File: src/rtl/lifo_stack.sv
// Synchronous LIFO stack: one push or pop per triggered cycle.
// Registered read data and a one-cycle completion pulse.
module lifo_stack #(
  parameter int STACKDATA = 32,
  parameter int STACKSIZE = 16
) (
  input  logic                 clk,
  input  logic                 rst,
  input  logic                 push,
  input  logic                 trigger,
  input  logic [STACKDATA-1:0] write_value,
  output logic [STACKDATA-1:0] read_value,
  output logic                 done_out
);

  localparam int AW  = $clog2(STACKSIZE);
  localparam int SPW = AW + 1;
  localparam logic [SPW-1:0] SP_FULL = SPW'(STACKSIZE);
  localparam logic [SPW-1:0] SP_ONE  = SPW'(1);

  logic [STACKDATA-1:0] mem_q [STACKSIZE];
  logic [SPW-1:0]       sp_q, sp_d;
  logic [SPW-1:0]       sp_m1;
  logic [STACKDATA-1:0] rd_q, rd_d;
  logic                 done_q, done_d;
  logic                 full, empty;
  logic                 do_push, do_pop;

  assign full    = (sp_q == SP_FULL);
  assign empty   = (sp_q == '0);
  assign sp_m1   = sp_q - SP_ONE;
  assign do_push = trigger & push & ~full;
  assign do_pop  = trigger & ~push & ~empty;

  // Next-state: pointer moves only on accepted commands; done pulses on any trigger.
  always_comb begin
    sp_d   = sp_q;
    rd_d   = rd_q;
    done_d = trigger;
    if (do_push) begin
      sp_d = sp_q + SP_ONE;
    end else if (do_pop) begin
      sp_d = sp_m1;
      rd_d = mem_q[sp_m1[AW-1:0]];
    end
  end

  // Control and output registers with synchronous reset.
  always_ff @(posedge clk) begin
    if (rst) begin
      sp_q   <= '0;
      rd_q   <= '0;
      done_q <= 1'b0;
    end else begin
      sp_q   <= sp_d;
      rd_q   <= rd_d;
      done_q <= done_d;
    end
  end

  // Storage array: written on accepted push; reset drops the command.
  always_ff @(posedge clk) begin
    if (!rst && do_push) begin
      mem_q[sp_q[AW-1:0]] <= write_value;
    end
  end

  assign read_value = rd_q;
  assign done_out   = done_q;

endmodule

File: config.mk
export PLATFORM = sky130hd
export DESIGN_NAME = lifo_stack
export DESIGN_NICKNAME = d
export VERILOG_FILES = /design/src/rtl/lifo_stack.sv
export SDC_FILE = /design/constraint.sdc
export NUM_CORES = 1
export LEC_CHECK = 0
export CAP_MARGIN = 40
export CORE_ASPECT_RATIO = 0.7
export CORE_UTILIZATION = 50
export CTS_CLUSTER_DIAMETER = 80
export DETAILED_ROUTE_END_ITERATION = 7
export HOLD_SLACK_MARGIN = 0.02
export PLACE_DENSITY_LB_ADDON = 0.25
export SYNTH_ARGS = -nofsm -noshare
export SYNTH_HDL_FRONTEND = slang
export SYNTH_SLANG_ARGS = --single-unit
File: constraint.sdc
create_clock -name clk -period 10.8 [get_ports clk]
set_clock_uncertainty 0.15 [all_clocks]
set_input_delay 1.62 -clock clk [delete_from_list [all_inputs] [get_ports clk]]
set_output_delay 1.62 -clock clk [all_outputs]
set_load 0.01 [all_outputs]
==> out/qor.yml, run 1 <==
drt-initial-drc-count: 791
outcome: "complete, no violations"
synth_edf_count: 512
grt_use_met3_pct: 3.60
grt_usage_pct: 20.4
relSlewSlack_pct: 34.1
holdPathStages: 2
syn-cell-area_um2: 21300
worstPathRequired_ns: 11.05
async_flop_share_pct: 0
comb_power_share_pct: 26.5
antenna_found_initial: 0
hold_class: "reg -> reg"
startpoint: "sp_q[0]"
r2r_cells: 7
multi_input_area_um2: 4810
routed_via_density: 5.93
dr.pass1.iters: 5
yosys_warnings: 0
cts_tree: "yes"
path_buf_inv: 2
die_area_um2: 43400
post_cts_resized: 0
avgSynthCellArea_um2: 21.3
vias: 9925
overflow: 0
use_met2_pct: 32.1
hold_end: "read_value[29]"
clockBufferDepth: 3
fp.coreArea_um2: 41500
seq_area_um2: 16100
critical_path.cell_chain: "inv_1, ha_4, buf_4, mux4_2, nor2b_1, a21oi_1, a311oi_1"
maxCapViolCount: 0
fin_util_pct: 58.6
areaGrowthSynthToFinish_pct: 14.2
start_util_pct: 51.3
grt_use_met1_pct: 30.0
holdWs_ns: 0.352
cpPeakStageDelay_ns: 0.82
ctsHoldBuffers: 0
cts-root-buf: "clkbuf_16"
grt-busiest-layer: "met2"
tns_ns: 0
fin_ws_ns: 7.00
routedWlPerCell_um: 25.8
final_cell_mix: "edfxtp_1, mux4_2, clkdlybuf4s50_1"
grt_max_degree: 105
cts-htree-levels: 2
synthCells: 1000
r2r_slack_ns: 7.00
power_density_nw_per_um2: 232
diodes: 0
swShare_pct: 28.9
rsz0062_at_grt: "no"
fill_cells: 2982
r2r-end: "read_value[2]"
dieHeight_um: 175
mostFrequentLayoutCell: "edfxtp_1"
seq_area_frac_synth_pct: 75.8
dpl.hpwl_um: 24500
r2r_start: "sp_q[0]"
worst_pin_slew_ns: 0.988
final_cells: 1674
drc: 0
clockPowerShare_pct: 30.1
drive_gt1_share_pct: 27.4
placedCellCount: 1583
ir_worst_vdd_v: 0.000175
cp-start-kind: "register"
synth-main-ff-cell: "edfxtp_1"
path_class: "reg -> reg"
grt_pass1_wl_um: 65400
place.gp.congestion: 0.770
seq_power_share_pct: 43.4
syn_nets: 1040
clk_pin_slew_ns: 0.06
setup_viol: 0
max_freq_ghz: 0.263
routed_wl_um: 43100
synth_cell_types: 41
crit_family: "buffers and inverters"
worst-endpoint-arrival_ns: 4.06
cts_buffers: 49
clock_latency_ns: 0.57
rows: 62
drt.antenna.violating_nets: 0
final_nets: 1130
end_kind: "register"
die_w_um: 249
min_period_over_period_pct: 35.2
p_leak_nw: 7.36
io_pins: 69
hold_violations: 0
cts_sinks: 550
drv_slew: 0
ys_ff_latch: 550
critPathMaxFanout: 44
pre_cts_ws_ns: 6.51
p_sw_w: 0.00163
portBuffers: 68
min-delay-start: "read_value[29]"
internal_power_w: 0.00401
crit_slowest_cell: "dfxtp_4"
first_global_vias: 10313
period_minus_slack_ns: 3.80
post_cts_buffers: 0
-- area by class of cell --
type	instances	share of cell area (%)
Sequential cell	550	66.4
Multi-Input combinational cell	391	19.8
Clock buffer	65	5.59
Timing Repair Buffer	95	4.50
Tap cell	544	2.80
Clock inverter	26	0.849
Inverter	3	0.0463
-- state kept, by name, summed over array words and instances, names as in the netlist --
signal,cells
sp_q,5
done_out,1
read_value,32
mem_q,512
-- layer usage --
| layer | vias to the layer above | wire, um |
|---|---|---|
| met1 | 5252 | 19500 |
| met2 | 299 | 20300 |
| li1 | 4306 | - |
| met4 | 0 | 824 |
| met3 | 68 | 2540 |
| met5 | - | 0 |
-- synth_stat cells, drive strengths merged (3+ instances only) --
library cell	instances	area [um2]
and2	5	31.3
inv	3	11.3
nand3	3	15.0
nand2	7	26.3
buf	42	335
edfxtp	512	15400
a21oi	67	455
and3	9	56.3
dfxtp	38	761
o21ai	7	42.5
nor2b	67	444
mux4	128	2880
nor2	41	154
ha	4	50.1
clkbuf	14	52.6
a311oi	32	380
-- power groups by stage --
stage,Clock (W),Combinational (W),Sequential [W]
2_1_floorplan,0,0.00111,0.00247
4_1_cts,0.00173,0.00152,0.00245
6_report,0.00170,0.00150,0.00245
5_1_grt,0.00181,0.00161,0.00245
3_3_place_gp,0,0.00148,0.00249
3_5_place_dp,0,0.00151,0.00249
-- cell families (layout without fill, tap and decap cells) --
family                     after synthesis  count (layout)  share of synthesized area, %
muxes                                  128             128                          13.5
adders and majority gates                4               4                         0.235
xor gates and xnor gates                 3               3                         0.124
DFF                                    550             550                          75.8
and+or+nand+nor                        142             142                          3.78
AOI/OAI and AO/OA                      114             114                          4.61
buffers and inverters                   59             189                          1.88
-- worst max path at each step --
stage | depth (start not counted) | to | slack (ns)
global route | 7 | read_value[16] | 6.69
detailed placement | 6 | mem_q[15][15] | 6.51
floorplan | 4 | mem_q[12][0] | 6.00
finish | 7 | read_value[2] | 7.00
global placement | 6 | mem_q[11][22] | 6.40
CTS | 7 | read_value[2] | 6.90
-- tightest hold or removal path: cells and delay by family (launching register included) --
kind             cells  cell delay [ns]
AO/OA/AOI/OAI        1             0.05
flip-flops           1             0.31
AND/OR/NAND/NOR      1             0.09
-- stage by stage --
step | cell area [um2] | total power (W)
global placement | 22400 | 0.00397
floorplan | 21300 | 0.00358
global route | 24300 | 0.00587
detailed placement | 22700 | 0.00401
CTS | 24300 | 0.00569
finish | 24300 | 0.00564
Note: power is estimated with default switching activity, not from simulation.
==> run 2, diff against run 1 <==
Clock period 10.8 ns to 3.15 ns, I/O delays scaled along.
==> run 2 against run 1 <==
Routed wire length is 4.6% higher. Maximum frequency is 38% higher. Clock power grew to 3.4 times the previous value. Utilization is 0.72 points higher. Critical endpoint is now mem_q[9][30].
==> out/qor.yml, run 2 (synthesis results as in run 1) <==
outcome: "complete, no violations"
path_class: "reg -> reg"
first_global_vias: 10282
ctsHoldBuffers: 0
final_cell_mix: "edfxtp_1, mux4_2, clkdlybuf4s50_1"
worst_pin_slew_ns: 0.756
vias: 9998
hold_class: "in -> reg"
final_cells: 1699
power_w: 0.0197
cts-htree-levels: 2
routed_via_density: 5.88
mostFrequentLayoutCell: "edfxtp_1"
cts_sinks: 550
antenna_found_initial: 0
final_nets: 1155
rows: 62
clk_pin_slew_ns: 0.07
post_cts_buffers: 0
areaGrowthSynthToFinish_pct: 15.6
cp_common_cell: "nor3b_1"
power_density_nw_per_um2: 803
critical_path.cell_chain: "inv_1, ha_4, nor3b_1, a21oi_1, nand2b_1, nor3b_1, and2_2, buf_4"
start_util_pct: 51.3
maxCapViolCount: 0
portBuffers: 68
cpPeakStageDelay_ns: 0.54
ir_worst_vdd_v: 0.000559
relSlewSlack_pct: 49.4
hold_violations: 0
p_leak_nw: 7.52
critPathMaxFanout: 11
grt_pass1_wl_um: 67300
die_area_um2: 43400
cts_buffers: 49
dpl.hpwl_um: 27400
period_minus_slack_ns: 2.75
post_cts_resized: 0
end_kind: "register"
drive_gt1_share_pct: 29.0
grt_max_degree: 56
worstPathRequired_ns: 3.26
setup_viol: 0
crit_slowest_cell: "dfxtp_1"
cts-root-buf: "clkbuf_16"
worst-endpoint-arrival_ns: 2.87
dr.pass1.iters: 7
cp-start-kind: "register"
multi_input_area_um2: 4820
min_period_over_period_pct: 87.5
rsz0062_at_grt: "no"
clockBufferDepth: 3
io_pins: 69
routedWlPerCell_um: 26.5
drt.antenna.violating_nets: 0
grt_usage_pct: 21.4
seq_area_um2: 16100
largest_reg_flops: 512
fp.coreArea_um2: 41500
fill_cells: 2964
overflow: 0
drv_slew: 0
drt-initial-drc-count: 954
drc: 0
max_freq_ghz: 0.363
holdWs_ns: 0.179
clock_latency_ns: 0.58
dieHeight_um: 175
die_w_um: 249
cts_tree: "yes"
place.gp.congestion: 0.766
placedCellCount: 1608
routed_wl_um: 45100
diodes: 0
-- run 2: cell count changes in the layout (fill, tap and decap cells not counted), sizes merged --
| cell | change |
|---|---|
| buf | +25 |
| clkinvlp | +3 |
| clkinv | -1 |
| clkbuf | -3 |
| inv | +1 |
-- run 2: final cells by class --
class / instances / share of cell area (%)
Sequential cell: 550 / 65.6
Inverter: 3 / 0.0458
Tap cell: 544 / 2.77
Multi-Input combinational cell: 391 / 19.6
Clock inverter: 29 / 0.997
Timing Repair Buffer: 120 / 5.60
Clock buffer: 62 / 5.39
-- run 2: through the flow --
stage	instance area [um2]	setup TNS, ns	worst slack [ns]	util [%]
final	24600	0	0.395	59.3
after global routing	24600	0	0.166	59.3
after CTS	24600	0	0.408	59.3
after detailed placement	23000	0	0.415	55.5
after global placement	23000	0	0.443	55.4
after floorplan	21300	-1.68	-0.0526	-
-- run 2: power by group --
group | internal [W] | total, W | switching (W)
clock network | 0.00324 | 0.00583 | 0.00258
registers | 0.00819 | 0.00835 | 0.000157
logic | 0.00247 | 0.00557 | 0.00310
-- run 2: worst paths after layout --
kind | slack, ns | end | depth (start not counted) | startpoint
worst max-delay path | 0.40 | mem_q[9][30] | 8 | sp_q[1]
worst min-delay path | 0.18 | sp_q[2] | 2 | rst
worst max register to register | 0.40 | mem_q[9][30] | 8 | sp_q[1]
worst min register to register | 0.35 | read_value[2] | 2 | read_value[2]
-- run 2: worst max-delay path: cells and delay by family, from the launching register on --
kind                     cells  cell delay (ns)
AND/OR/NAND/NOR              4             0.90
buffers and inverters        2             0.36
adder cells (fa/ha/maj)      1             0.23
flip-flops                   1             0.54
AO/OA/AOI/OAI                1             0.26
-- run 2: per-layer routing --
layer	GRT usage, %	vias to the layer above	share of wire [%]
met1	31.0	5309	45
met5	0	-	0
met4	5.23	0	1.9
li1	-	4353	-
met3	3.22	53	5.2
met2	34.5	283	48
